$ cat src/rtl/multicycle_control.sv
// Main control FSM for a multicycle MIPS-style datapath: walks each instruction through its
// fetch/decode/execute states and Moore-decodes the datapath strobes from the current state.
module multicycle_control #(
  parameter int unsigned MEM_HANDSHAKE = 1
) (
  input  logic       clk,
  input  logic       rst_n,
  input  logic [5:0] opcode,
  input  logic       mem_ready,
  output logic [1:0] alu_op,
  output logic       pc_write,
  output logic       pc_write_cond,
  output logic       iord,
  output logic       mem_read,
  output logic       mem_write,
  output logic       ir_write,
  output logic       mem_to_reg,
  output logic       reg_write,
  output logic       reg_dst,
  output logic       alu_src_a,
  output logic [1:0] alu_src_b,
  output logic [1:0] pc_source,
  output logic [3:0] state,
  output logic       illegal_op
);

  localparam int unsigned OP_W = 6;
  localparam int unsigned ST_W = 4;

  localparam logic [OP_W-1:0] OP_RTYPE = OP_W'(6'b000000);
  localparam logic [OP_W-1:0] OP_LW    = OP_W'(6'b100011);
  localparam logic [OP_W-1:0] OP_SW    = OP_W'(6'b101011);
  localparam logic [OP_W-1:0] OP_BEQ   = OP_W'(6'b000100);
  localparam logic [OP_W-1:0] OP_ORI   = OP_W'(6'b001101);

  localparam logic [1:0] ALU_ADD  = 2'b00;
  localparam logic [1:0] ALU_SUB  = 2'b01;
  localparam logic [1:0] ALU_FUNC = 2'b10;
  localparam logic [1:0] ALU_OR   = 2'b11;

  localparam logic [1:0] SRCB_REG  = 2'b00;
  localparam logic [1:0] SRCB_FOUR = 2'b01;
  localparam logic [1:0] SRCB_IMM  = 2'b10;
  localparam logic [1:0] SRCB_BR   = 2'b11;

  localparam logic [1:0] PCSRC_ALU    = 2'b00;
  localparam logic [1:0] PCSRC_ALUOUT = 2'b01;

  typedef enum logic [ST_W-1:0] {
    S_FETCH   = ST_W'(0),
    S_DECODE  = ST_W'(1),
    S_MEMADR  = ST_W'(2),
    S_MEMRD   = ST_W'(3),
    S_MEMWB   = ST_W'(4),
    S_MEMWR   = ST_W'(5),
    S_EXEC    = ST_W'(6),
    S_RCOMP   = ST_W'(7),
    S_BEQ     = ST_W'(8),
    S_ORIEXEC = ST_W'(9),
    S_ORIWB   = ST_W'(10)
  } state_t;

  state_t state_q;
  state_t state_d;
  logic   ready;

  // With the handshake disabled every memory access completes in one cycle.
  assign ready = (MEM_HANDSHAKE != 0) ? mem_ready : 1'b1;
  assign state = state_q;

  // State register; reset returns to FETCH immediately.
  always_ff @(posedge clk or negedge rst_n) begin
    if (!rst_n) begin
      state_q <= S_FETCH;
    end else begin
      state_q <= state_d;
    end
  end

  // Next-state and Moore output decode.
  always_comb begin
    state_d       = state_q;
    alu_op        = ALU_ADD;
    pc_write      = 1'b0;
    pc_write_cond = 1'b0;
    iord          = 1'b0;
    mem_read      = 1'b0;
    mem_write     = 1'b0;
    ir_write      = 1'b0;
    mem_to_reg    = 1'b0;
    reg_write     = 1'b0;
    reg_dst       = 1'b0;
    alu_src_a     = 1'b0;
    alu_src_b     = SRCB_REG;
    pc_source     = PCSRC_ALU;
    illegal_op    = 1'b0;

    case (state_q)
      S_FETCH: begin
        mem_read  = 1'b1;
        alu_src_b = SRCB_FOUR;
        alu_op    = ALU_ADD;
        ir_write  = ready;
        pc_write  = ready;
        if (ready) begin
          state_d = S_DECODE;
        end
      end
      S_DECODE: begin
        alu_src_b = SRCB_BR;
        alu_op    = ALU_ADD;
        case (opcode)
          OP_LW, OP_SW: state_d = S_MEMADR;
          OP_RTYPE:     state_d = S_EXEC;
          OP_BEQ:       state_d = S_BEQ;
          OP_ORI:       state_d = S_ORIEXEC;
          default: begin
            state_d    = S_FETCH;
            illegal_op = 1'b1;
          end
        endcase
      end
      S_MEMADR: begin
        alu_src_a = 1'b1;
        alu_src_b = SRCB_IMM;
        alu_op    = ALU_ADD;
        // Opcode is re-sampled here; anything other than LW/SW abandons the access.
        if (opcode == OP_LW) begin
          state_d = S_MEMRD;
        end else if (opcode == OP_SW) begin
          state_d = S_MEMWR;
        end else begin
          state_d = S_FETCH;
        end
      end
      S_MEMRD: begin
        mem_read = 1'b1;
        iord     = 1'b1;
        if (ready) begin
          state_d = S_MEMWB;
        end
      end
      S_MEMWB: begin
        reg_write  = 1'b1;
        mem_to_reg = 1'b1;
        state_d    = S_FETCH;
      end
      S_MEMWR: begin
        mem_write = 1'b1;
        iord      = 1'b1;
        if (ready) begin
          state_d = S_FETCH;
        end
      end
      S_EXEC: begin
        alu_src_a = 1'b1;
        alu_op    = ALU_FUNC;
        state_d   = S_RCOMP;
      end
      S_RCOMP: begin
        reg_write = 1'b1;
        reg_dst   = 1'b1;
        alu_op    = ALU_FUNC;
        state_d   = S_FETCH;
      end
      S_BEQ: begin
        alu_src_a     = 1'b1;
        alu_op        = ALU_SUB;
        pc_write_cond = 1'b1;
        pc_source     = PCSRC_ALUOUT;
        state_d       = S_FETCH;
      end
      S_ORIEXEC: begin
        alu_src_a = 1'b1;
        alu_src_b = SRCB_IMM;
        alu_op    = ALU_OR;
        state_d   = S_ORIWB;
      end
      S_ORIWB: begin
        reg_write = 1'b1;
        alu_op    = ALU_OR;
        state_d   = S_FETCH;
      end
      default: begin
        state_d = S_FETCH;
      end
    endcase

    // Hold every strobe low while reset is asserted, including the FETCH ones.
    if (!rst_n) begin
      alu_op        = ALU_ADD;
      pc_write      = 1'b0;
      pc_write_cond = 1'b0;
      iord          = 1'b0;
      mem_read      = 1'b0;
      mem_write     = 1'b0;
      ir_write      = 1'b0;
      mem_to_reg    = 1'b0;
      reg_write     = 1'b0;
      reg_dst       = 1'b0;
      alu_src_a     = 1'b0;
      alu_src_b     = SRCB_REG;
      pc_source     = PCSRC_ALU;
      illegal_op    = 1'b0;
    end
  end

endmodule
$ cat config.mk
export PLATFORM = sky130hd
export DESIGN_NAME = multicycle_control
export DESIGN_NICKNAME = d
export VERILOG_FILES = /design/src/rtl/multicycle_control.sv
export SDC_FILE = /design/constraint.sdc
export NUM_CORES = 1
export LEC_CHECK = 0
export ABC_AREA = 1
export BUFFER_PORTS_ARGS = -buffer_cell sky130_fd_sc_hd__buf_2
export CAP_MARGIN = 20
export CORE_AREA = 8 8 45 47
export CTS_CLUSTER_SIZE = 25
export DETAILED_ROUTE_END_ITERATION = 10
export DIE_AREA = 0 0 53 55
export GPL_TIMING_DRIVEN = 0
export PLACE_DENSITY = 0.84
export SLEW_MARGIN = 30
export SYNTH_ARGS = -nofsm -noshare
export SYNTH_HDL_FRONTEND = slang
export SYNTH_SLANG_ARGS = --single-unit
$ cat constraint.sdc
create_clock -name clk -period 2.1 [get_ports clk]
set_clock_uncertainty 0.1 [all_clocks]
set_input_delay 0.21 -clock clk [delete_from_list [all_inputs] [get_ports clk]]
set_output_delay 0.21 -clock clk [all_outputs]
set_load 0.01 [all_outputs]
==> flow_metrics.env, run 1 <==
export IMPL_layout_cells_most_common="buf_2"
export IMPL_grt_usage=0.112
export IMPL_cp_start_kind="flop"
export IMPL_p_total_uw=505
export IMPL_grt_antenna_before_repair=0
export IMPL_tns_ps=0
export IMPL_syn_avg_cell_area_um2=5.44
export IMPL_hold_viol=0
export IMPL_n_fill_cell=145
export IMPL_antenna_cells=0
export IMPL_placed_area_um2=709
export IMPL_cts_reportedPaths_clkPinSlew_ps=30
export IMPL_num_vias=745
export IMPL_grt_ovfl_total=0
export IMPL_clk_latency_ps=230
export IMPL_ys_ff_latch=4
export IMPL_drc_errors=0
export IMPL_drv_slew=0
export IMPL_rr_startpoint="state[2]$_DFFE_PN0P_"
export IMPL_rr_endpoint="state[2]$_DFFE_PN0P_"
export IMPL_clock_sinks=4
export IMPL_endpoint_kind="primary output"
export IMPL_core_um2=1380
export IMPL_critPathMaxFanout=4
export IMPL_postSynthCellCount=101
export IMPL_viasPerCell=5.00
export IMPL_place_congestion=0.867
export IMPL_post_route_min_period_ps=1840
export IMPL_slowest_delay_ps=430
export IMPL_nets=144
export IMPL_fp_row_count=14
export IMPL_die_h_um=55
export IMPL_max_clock_path_buffers=2
export IMPL_die_area_um2=2920
export IMPL_rsz0062_at_grt="no"
export IMPL_p_leak_uw=0.000462
export IMPL_yosysWarnings=0
export IMPL_multi_input_area_um2=359
export IMPL_cts_repair_resized=0
export IMPL_place_hpwl_um=1320
export IMPL_syn_nets=110
export IMPL_drt_first_pass_iters=4
export IMPL_initial_core_util=0.397
export IMPL_grt_met2_usage=0.207
export IMPL_synth_distinct_cells=19
export IMPL_met3_usage=0.0187
export IMPL_root_buffer="clkbuf_4"
export IMPL_grt_max_degree=11
export IMPL_io_buffers=28
export IMPL_seq_area_um2=100
export IMPL_postCtsSetupBuffers=0
export IMPL_crit_start="state[2]$_DFFE_PN0P_"
export IMPL_largest_register_ffs=4
export IMPL_hold_buffers=1
export IMPL_cpMostUsedCell="inv_2"
export IMPL_ir_drop_mv=0.317
export IMPL_grt_pass1_wl_um=2590
export IMPL_grt_busiest_layer="met2"
export IMPL_fmax_ghz=0.543
export IMPL_drv_cap=0
export IMPL_rrSetupSlack_ps=750
export IMPL_cp_required_ps=1790
export IMPL_setup_viol=0
export IMPL_crit_slowest_cell="dfrtp_1"
export IMPL_io_pins=30
export IMPL_die_w_um=53
export IMPL_hold_path_class="input port to flop"
export IMPL_status="finished, final reports clean"
export IMPL_wl_per_cell_um=10.4
export IMPL_fin_ws_ps=257
export IMPL_cts_max_level=1
export IMPL_cp_cell_sequence="nor2_4, inv_2, nor2_2, inv_2, nor3_1, buf_4, buf_2"
export IMPL_criticalPathCategory="flop to primary output"
export IMPL_synth_seq_area_share=0.182
export IMPL_dp_slack_ps=500
export IMPL_arrival_ps=1530
export IMPL_drtIter0Drc=14
export IMPL_grt_util_met1=0.121
export IMPL_final_util=0.536
export IMPL_ant_nets=0
export IMPL_fin_area_um2=742
export IMPL_area_growth_pct=35.1
export IMPL_final_cell_mix="buf_2 (28), nand2_1 (26), nor2_1 (14)"
export IMPL_netlist_area_um2=549
export IMPL_cts_buffers=3
export IMPL_drt_total_wl_um=1550
export IMPL_power_density_nw_per_um2=681
export IMPL_crit_path_end="pc_write"
export IMPL_r2r_cells=8
export IMPL_cts_tree="done"
export IMPL_layout_drive_gt1_share=0.368
export IMPL_grt_pass1_vias=687
export IMPL_fin_crit_sh=0.878
[layout make-up]
class	count	area share
flip-flops and latches	4	0.135
repair buffers	29	0.202
well taps	16	0.0270
plain buffers	4	0.0354
multi-input cells	76	0.484
inverters	17	0.0860
clock buffers	3	0.0304
[per-layer routing]
metal  part of all wire  vias to the layer above
li1                   -                      385
met1               0.41                      328
met2               0.47                       30
met3               0.11                        2
met4             0.0065                        0
met5                  0                        -
[through the flow]
stage | hold slack (ps) | instances
floorplan | -186 | 101
global placement | -71.2 | 145
detailed placement | -70.5 | 145
CTS | 236 | 149
global route | 266 | 149
finish | 235 | 149
[synth_stat cells]
library cell | number | area (um^2)
inv_2 | 7 | 26.3
nor3_1 | 6 | 30.0
buf_4 | 3 | 22.5
nand3_1 | 10 | 50.1
clkbuf_1 | 1 | 3.75
nor2_1 | 14 | 52.6
nand2_2 | 3 | 18.8
dfrtp_1 | 4 | 100
nor2_2 | 3 | 18.8
a221oi_1 | 1 | 8.76
conb_1 | 1 | 3.75
a21oi_1 | 4 | 20.0
nand4_1 | 1 | 6.26
a31oi_1 | 2 | 12.5
nor2_4 | 2 | 22.5
nand2_1 | 26 | 97.6
nand3b_1 | 1 | 7.51
inv_1 | 10 | 37.5
o21ai_0 | 2 | 10.0
[report_power, final]
part           internal, uW  switching [uW]
combinational           111             191
clock                  63.8            30.3
sequential             91.6            17.3
total                   266             239
[worst min path at each step]
stage                    from              endpoint  slack (ps)  cells after the start
floorplan               rst_n  state[0]$_DFFE_PN0P_        -190                      0
global placement        rst_n  state[2]$_DFFE_PN0P_         -70                      1
detailed placement      rst_n  state[3]$_DFFE_PN0P_         -70                      1
CTS                 mem_ready  state[2]$_DFFE_PN0P_         240                      4
global route        mem_ready  state[2]$_DFFE_PN0P_         270                      4
finish              mem_ready  state[2]$_DFFE_PN0P_         240                      4
[worst max-delay path: cells and delay by family, from the launching register on]
family | cells | cell delay [ps]
buffers and inverters | 4 | 390
DFF | 1 | 430
and+or+nand+nor | 3 | 470
[cells by family (layout without fill, tap and decap cells)]
group / after synthesis / in the layout / synth area share
AOI/OAI and AO/OA: 9 / 9 / 0.0934
buffers and inverters: 21 / 53 / 0.164
DFF: 4 / 4 / 0.182
other: 1 / 1 / 0.00683
and+or+nand+nor: 66 / 66 / 0.554
Note: power is estimated with default switching activity, not from simulation.
==> run 2, diff against run 1 <==
--- a/config.mk
+++ b/config.mk
@@ -5,7 +5,6 @@
 export SDC_FILE = /design/constraint.sdc
 export NUM_CORES = 1
 export LEC_CHECK = 0
-export ABC_AREA = 1
 export BUFFER_PORTS_ARGS = -buffer_cell sky130_fd_sc_hd__buf_2
 export CAP_MARGIN = 20
 export CORE_AREA = 8 8 45 47
@@ -13,7 +12,8 @@
 export DETAILED_ROUTE_END_ITERATION = 10
 export DIE_AREA = 0 0 53 55
 export GPL_TIMING_DRIVEN = 0
-export PLACE_DENSITY = 0.84
+export PLACE_DENSITY = 0.81
+export SETUP_SLACK_MARGIN = 0.3
 export SLEW_MARGIN = 30
 export SYNTH_ARGS = -nofsm -noshare
 export SYNTH_HDL_FRONTEND = slang
==> constraint.sdc (replaced) <==
create_clock -name clk -period 2.25 [get_ports clk]
set_clock_uncertainty 0.1 [all_clocks]
set_input_delay 0.225 -clock clk [delete_from_list [all_inputs] [get_ports clk]]
set_output_delay 0.225 -clock clk [all_outputs]
set_load 0.01 [all_outputs]
==> flow_metrics.env, run 2 <==
export IMPL_clk_latency_ps=230
export IMPL_synth_top_family_by_area="simple AND/OR/NAND/NOR gates"
export IMPL_tns_ps=0
export IMPL_synth_seq_area_share=0.194
export IMPL_criticalPathCategory="flop to primary output"
export IMPL_synth_mux_area_frac=0.0194
export IMPL_layout_drive_gt1_share=0.389
export IMPL_drt_total_wl_um=1670
export IMPL_synth_top_cells_by_count="nand2_1 (9), nor2_1 (7), nor3_1 (7)"
export IMPL_fin_area_um2=724
export IMPL_async_reset_ff_frac=1.00
export IMPL_post_route_min_period_ps=1900
export IMPL_placed_area_um2=676
export IMPL_wl_per_cell_um=13.5
export IMPL_cp_start_kind="flop"
export IMPL_grt_busiest_layer="met2"
export IMPL_io_buffers=28
export IMPL_critPathTopFamily="buffers and inverters"
export IMPL_yosysWarnings=0
export IMPL_rrSetupSlack_ps=690
export IMPL_initial_core_util=0.373
export IMPL_relSlewSlack=0.635
export IMPL_die_w_um=53
export IMPL_final_cell_mix="buf_2 (30), nand2_1 (9), nor2_1 (6)"
export IMPL_layout_cells_most_common="buf_2"
export IMPL_internal_power_uw=172
export IMPL_crit_buf_inv=2
export IMPL_crit_slowest_cell="dfrtp_1"
export IMPL_fin_crit_sh=0.844
export IMPL_drc_errors=0
export IMPL_num_vias=680
export IMPL_combPwrFrac=0.359
export IMPL_place_congestion=0.896
export IMPL_syn_nets=85
export IMPL_n_fill_cell=138
export IMPL_cts_max_level=1
export IMPL_drtIter0Drc=16
export IMPL_p_leak_uw=0.000362
export IMPL_nets=119
export IMPL_io_pins=30
export IMPL_place_hpwl_um=1350
export IMPL_rsz0062_at_grt="yes"
export IMPL_grt_usage=0.111
export IMPL_antenna_cells=0
export IMPL_whs_ps=242
export IMPL_die_h_um=55
export IMPL_fp_row_count=14
export IMPL_synth_compound_area_share=0.194
export IMPL_p_sw_frac=0.335
export IMPL_status="finished, final reports clean"
export IMPL_cts_tree="done"
export IMPL_synth_simple_area_share=0.468
export IMPL_core_um2=1380
export IMPL_grt_pass1_wl_um=2540
export IMPL_drv_slew=0
export IMPL_postSynthCellCount=76
export IMPL_pwr_share_clk=0.335
export IMPL_slowest_delay_ps=450
export IMPL_endpoint_kind="primary output"
export IMPL_cts_buffers=3
export IMPL_cp_required_ps=1920
export IMPL_met3_usage=0.0428
export IMPL_grt_util_met1=0.114
export IMPL_fmax_ghz=0.527
export IMPL_p_switching_uw=86.9
export IMPL_crit_start="state[1]$_DFFE_PN0P_"
export IMPL_cp_cell_sequence="clkbuf_1, o22ai_1, and2_1, buf_2"
export IMPL_yosys_area_top_type_share=0.194
export IMPL_synthFlopType="dfrtp_1"
export IMPL_power_share_sequential=0.306
export IMPL_synth_distinct_cells=30
export IMPL_ir_drop_mv=0.249
export IMPL_root_buffer="clkbuf_4"
export IMPL_yosysTopAreaCell="dfrtp_1"
export IMPL_critPathMaxFanout=10
export IMPL_grt_antenna_before_repair=0
export IMPL_cp_depth=4
export IMPL_finalNonFillerCells=124
export IMPL_largest_register_ffs=4
export IMPL_synth_adder_area_share=0
export IMPL_drt_first_pass_iters=4
export IMPL_area_growth_pct=40.5
export IMPL_grt_max_degree=13
export IMPL_ys_ff_latch=4
export IMPL_arrival_ps=1570
export IMPL_synth_edf_count=0
export IMPL_power_density_nw_per_um2=358
export IMPL_dp_cells=120
export IMPL_ant_nets=0
export IMPL_netlist_area_um2=515
export IMPL_rr_endpoint="state[1]$_DFFE_PN0P_"
export IMPL_syn_avg_cell_area_um2=6.78
export IMPL_crit_path_end="alu_src_a"
export IMPL_grt_ovfl_total=0
export IMPL_yosysMostFrequentCell="nand2_1"
export IMPL_viasPerCell=5.48
export IMPL_hold_path_class="input port to flop"
export IMPL_grt_pass1_vias=630
export IMPL_setup_viol=0
export IMPL_rr_startpoint="state[2]$_DFFE_PN0P_"
export IMPL_cts_reportedPaths_clkPinSlew_ps=30
export IMPL_hold_viol=0
export IMPL_synthXorXnorAreaFrac=0.0340
export IMPL_synth_area_top_cells="dfrtp_1 (19%), nor3_1 (6.8%), nand2_1 (6.6%), nand2b_1 (6.1%), nor2b_1 (6.1%)"
export IMPL_tightest_slew_ps=540
export IMPL_max_clock_path_buffers=2
export IMPL_drv_cap=0
export IMPL_die_area_um2=2920
export IMPL_grt_met2_usage=0.205
export IMPL_r2r_cells=4
export IMPL_clock_sinks=4
run 2: cells by family after synthesis:
group                  after synthesis
AO/OA/AOI/OAI                       16
XOR/XNOR                             2
buffers and inverters                8
flip-flops                           4
multiplexers                         1
other                                1
AND/OR/NAND/NOR                     44
run 2: worst min path at each step:
stage / start / to / slack, ps / cells past startpoint
floorplan: rst_n / state[0]$_DFFE_PN0P_ / -170 / 0
global placement: rst_n / state[2]$_DFFE_PN0P_ / -20 / 1
detailed placement: rst_n / state[2]$_DFFE_PN0P_ / -20 / 1
CTS: opcode[0] / state[0]$_DFFE_PN0P_ / 240 / 3
global route: opcode[0] / state[0]$_DFFE_PN0P_ / 250 / 3
finish: opcode[0] / state[0]$_DFFE_PN0P_ / 240 / 3
run 2: layout make-up:
cell class	count	area, um^2	area share
Buffer	8	43.8	0.0604
Clock buffer	3	22.5	0.0311
Multi-Input combinational cell	64	388	0.535
Sequential cell	4	100	0.138
Tap cell	16	20.0	0.0276
Timing Repair Buffer	29	150	0.207
run 2: repair_timing:
| action | in CTS | in global routing |
|---|---|---|
| hold endpoints to repair | 4 | 0 |
| hold buffers | 1 | 0 |
| setup buffers | 0 | 0 |
| setup endpoints to repair | 2 | 7 |
| resized for setup | 1 | 5 |
run 2: worst reg2reg max path, stage by stage (launching register included):
cell,delay [ps]
dfrtp_1,410
or4_1,550
nor4_1,240
a21oi_1,110
nand2_1,80
run 2: power by group through the flow:
stage	Sequential (uW)	Clock, uW	Combinational, uW
floorplan	80.8	0	51.4
global placement	80.2	0	87.8
detailed placement	80.1	0	89.3
CTS	79.2	87.6	91.1
global route	79.9	95.9	102
finish	79.3	86.7	93.0
run 2: metal layers:
layer	wire length, um	vias to the layer above
li1	-	336
met4	0	0
met5	0	-
met1	655	313
met2	807	31
met3	211	0
run 2: stage by stage:
step	total power (uW)	util	setup WS, ps
floorplan	132	-	481
global placement	168	0.488	478
detailed placement	169	0.488	486
CTS	258	0.513	326
global route	277	0.524	243
finish	259	0.524	351
==> run 3, diff against run 2 <==
--- a/config.mk
+++ b/config.mk
@@ -5,6 +5,7 @@
 export SDC_FILE = /design/constraint.sdc
 export NUM_CORES = 1
 export LEC_CHECK = 0
+export ABC_AREA = 1
 export BUFFER_PORTS_ARGS = -buffer_cell sky130_fd_sc_hd__buf_2
 export CAP_MARGIN = 20
 export CORE_AREA = 8 8 45 47
@@ -12,7 +13,7 @@
 export DETAILED_ROUTE_END_ITERATION = 10
 export DIE_AREA = 0 0 53 55
 export GPL_TIMING_DRIVEN = 0
-export PLACE_DENSITY = 0.81
+export PLACE_DENSITY = 0.84
 export SETUP_SLACK_MARGIN = 0.3
 export SLEW_MARGIN = 30
 export SYNTH_ARGS = -nofsm -noshare
==> constraint.sdc (replaced) <==
create_clock -name clk -period 1.95 [get_ports clk]
set_clock_uncertainty 0.1 [all_clocks]
set_input_delay 0.195 -clock clk [delete_from_list [all_inputs] [get_ports clk]]
set_output_delay 0.195 -clock clk [all_outputs]
set_load 0.01 [all_outputs]
==> flow_metrics.env, run 3 (synthesized netlist as in run 1, its figures left out) <==
export IMPL_crit_buf_inv=4
export IMPL_criticalPathCategory="flop to primary output"
export IMPL_root_buffer="clkbuf_4"
export IMPL_grt_max_degree=11
export IMPL_crit_path_end="pc_write"
export IMPL_p_switching_uw=311
export IMPL_cp_start_kind="flop"
export IMPL_tns_ps=0
export IMPL_ant_nets=0
export IMPL_area_growth_pct=50.8
export IMPL_slowest_delay_ps=440
export IMPL_cpMostUsedCell="nor2_4"
export IMPL_drt_total_wl_um=1760
export IMPL_fp_row_count=14
export IMPL_power_share_sequential=0.189
export IMPL_num_vias=766
export IMPL_grt_ovfl_total=0
export IMPL_drv_cap=0
export IMPL_hold_path_class="input port to asynchronous set/reset pin"
export IMPL_dp_slack_ps=365
export IMPL_fmax_ghz=0.559
export IMPL_r2r_cells=7
export IMPL_antenna_cells=0
export IMPL_clock_sinks=4
export IMPL_ir_drop_mv=0.376
export IMPL_crit_slowest_cell="dfrtp_2"
export IMPL_largest_register_ffs=4
export IMPL_cp_cell_sequence="nor2_4, inv_4, nor2_4, inv_2, nor3_4, buf_4, buf_2"
export IMPL_crit_start="state[2]$_DFFE_PN0P_"
export IMPL_fin_crit_sh=0.917
export IMPL_rrSetupSlack_ps=600
export IMPL_rr_endpoint="state[2]$_DFFE_PN0P_"
export IMPL_max_clock_path_buffers=2
export IMPL_p_total_uw=639
export IMPL_multi_input_area_um2=403
export IMPL_setup_viol=0
export IMPL_die_area_um2=2920
export IMPL_cts_tree="done"
export IMPL_die_w_um=53
export IMPL_hold_viol=0
export IMPL_cp_depth=7
export IMPL_status="finished, final reports clean"
export IMPL_grt_usage=0.119
export IMPL_die_h_um=55
export IMPL_critPathTopFamily="flip-flops"
export IMPL_io_pins=30
export IMPL_cts_max_level=1
export IMPL_drc_errors=0
export IMPL_grt_antenna_before_repair=0
export IMPL_layout_drive_gt1_share=0.457
export IMPL_dp_cells=145
export IMPL_place_hpwl_um=1320
export IMPL_post_route_min_period_ps=1790
export IMPL_finalNonFillerCells=154
export IMPL_cts_buffers=3
export IMPL_arrival_ps=1490
export IMPL_pwr_share_clk=0.171
export IMPL_drv_slew=0
export IMPL_p_leak_uw=0.000496
export IMPL_core_um2=1380
export IMPL_internal_power_uw=328
export IMPL_grt_pass1_wl_um=2700
export IMPL_combPwrFrac=0.640
export IMPL_rsz0062_at_grt="yes"
export IMPL_fin_ws_ps=161
export IMPL_drt_first_pass_iters=4
export IMPL_power_density_nw_per_um2=772
export IMPL_place_congestion=0.867
export IMPL_endpoint_kind="primary output"
export IMPL_cp_required_ps=1650
export IMPL_wl_per_cell_um=11.5
export IMPL_p_sw_frac=0.486
export IMPL_critPathMaxFanout=4
export IMPL_viasPerCell=4.97
export IMPL_layout_cells_most_common="buf_2"
export IMPL_n_fill_cell=133
export IMPL_cts_reportedPaths_clkPinSlew_ps=40
export IMPL_drtIter0Drc=20
export IMPL_io_buffers=28
export IMPL_rr_startpoint="state[2]$_DFFE_PN0P_"
export IMPL_grt_pass1_vias=711
export IMPL_initial_core_util=0.397
export IMPL_final_cell_mix="buf_2 (28), nand2_1 (23), nor2_1 (14)"
export IMPL_seq_area_um2=103
export IMPL_nets=149
export IMPL_clk_latency_ps=240
==> run 3: area by class of cell <==
type | instances | area share
buffer | 4 | 0.0317
clock buffer | 3 | 0.0272
inverter | 17 | 0.0801
multi-input combinational | 76 | 0.486
sequential | 4 | 0.124
tap | 16 | 0.0242
timing repair buffer | 34 | 0.227
==> run 3: how the worst min path moves through the flow <==
stage,start,end,slack (ps),depth (start not counted)
6_report,rst_n,state[3]$_DFFE_PN0P_,250,2
5_1_grt,rst_n,state[3]$_DFFE_PN0P_,280,2
4_1_cts,rst_n,state[1]$_DFFE_PN0P_,-330,1
3_5_place_dp,rst_n,state[3]$_DFFE_PN0P_,-90,1
3_3_place_gp,rst_n,state[2]$_DFFE_PN0P_,-90,1
2_1_floorplan,rst_n,state[0]$_DFFE_PN0P_,-200,0
==> run 3: power groups by stage <==
stage / registers [uW] / clock network (uW) / logic [uW]
after detailed placement: 118 / 0 / 321
after global placement: 118 / 0 / 316
final: 121 / 109 / 409
after floorplan: 124 / 0 / 218
after global routing: 124 / 112 / 452
after CTS: 118 / 101 / 360
==> run 3: routing by layer <==
layer	wire length [um]	global-route usage	up-vias
li1	-	-	393
met1	689	0.124	335
met2	864	0.223	33
met3	170	0.0134	5
met4	40	0.0733	0
met5	0	0	-
==> run 3: repair_timing <==
action | CTS | global route
pin swaps | 4 | 0
gates resized for setup | 8 | 6
endpoints found under the hold margin | 4 | 4
buffers inserted | 3 | 2
setup endpoints to repair | 8 | 13
==> run 3: metrics by stage <==
stage               hold slack (ps)  area, um^2  utilization
floorplan                      -201         549            -
global placement              -86.2         709        0.513
detailed placement            -85.5         709        0.513
CTS                            -327         786        0.568
global route                    283         828        0.599
finish                          246         828        0.599
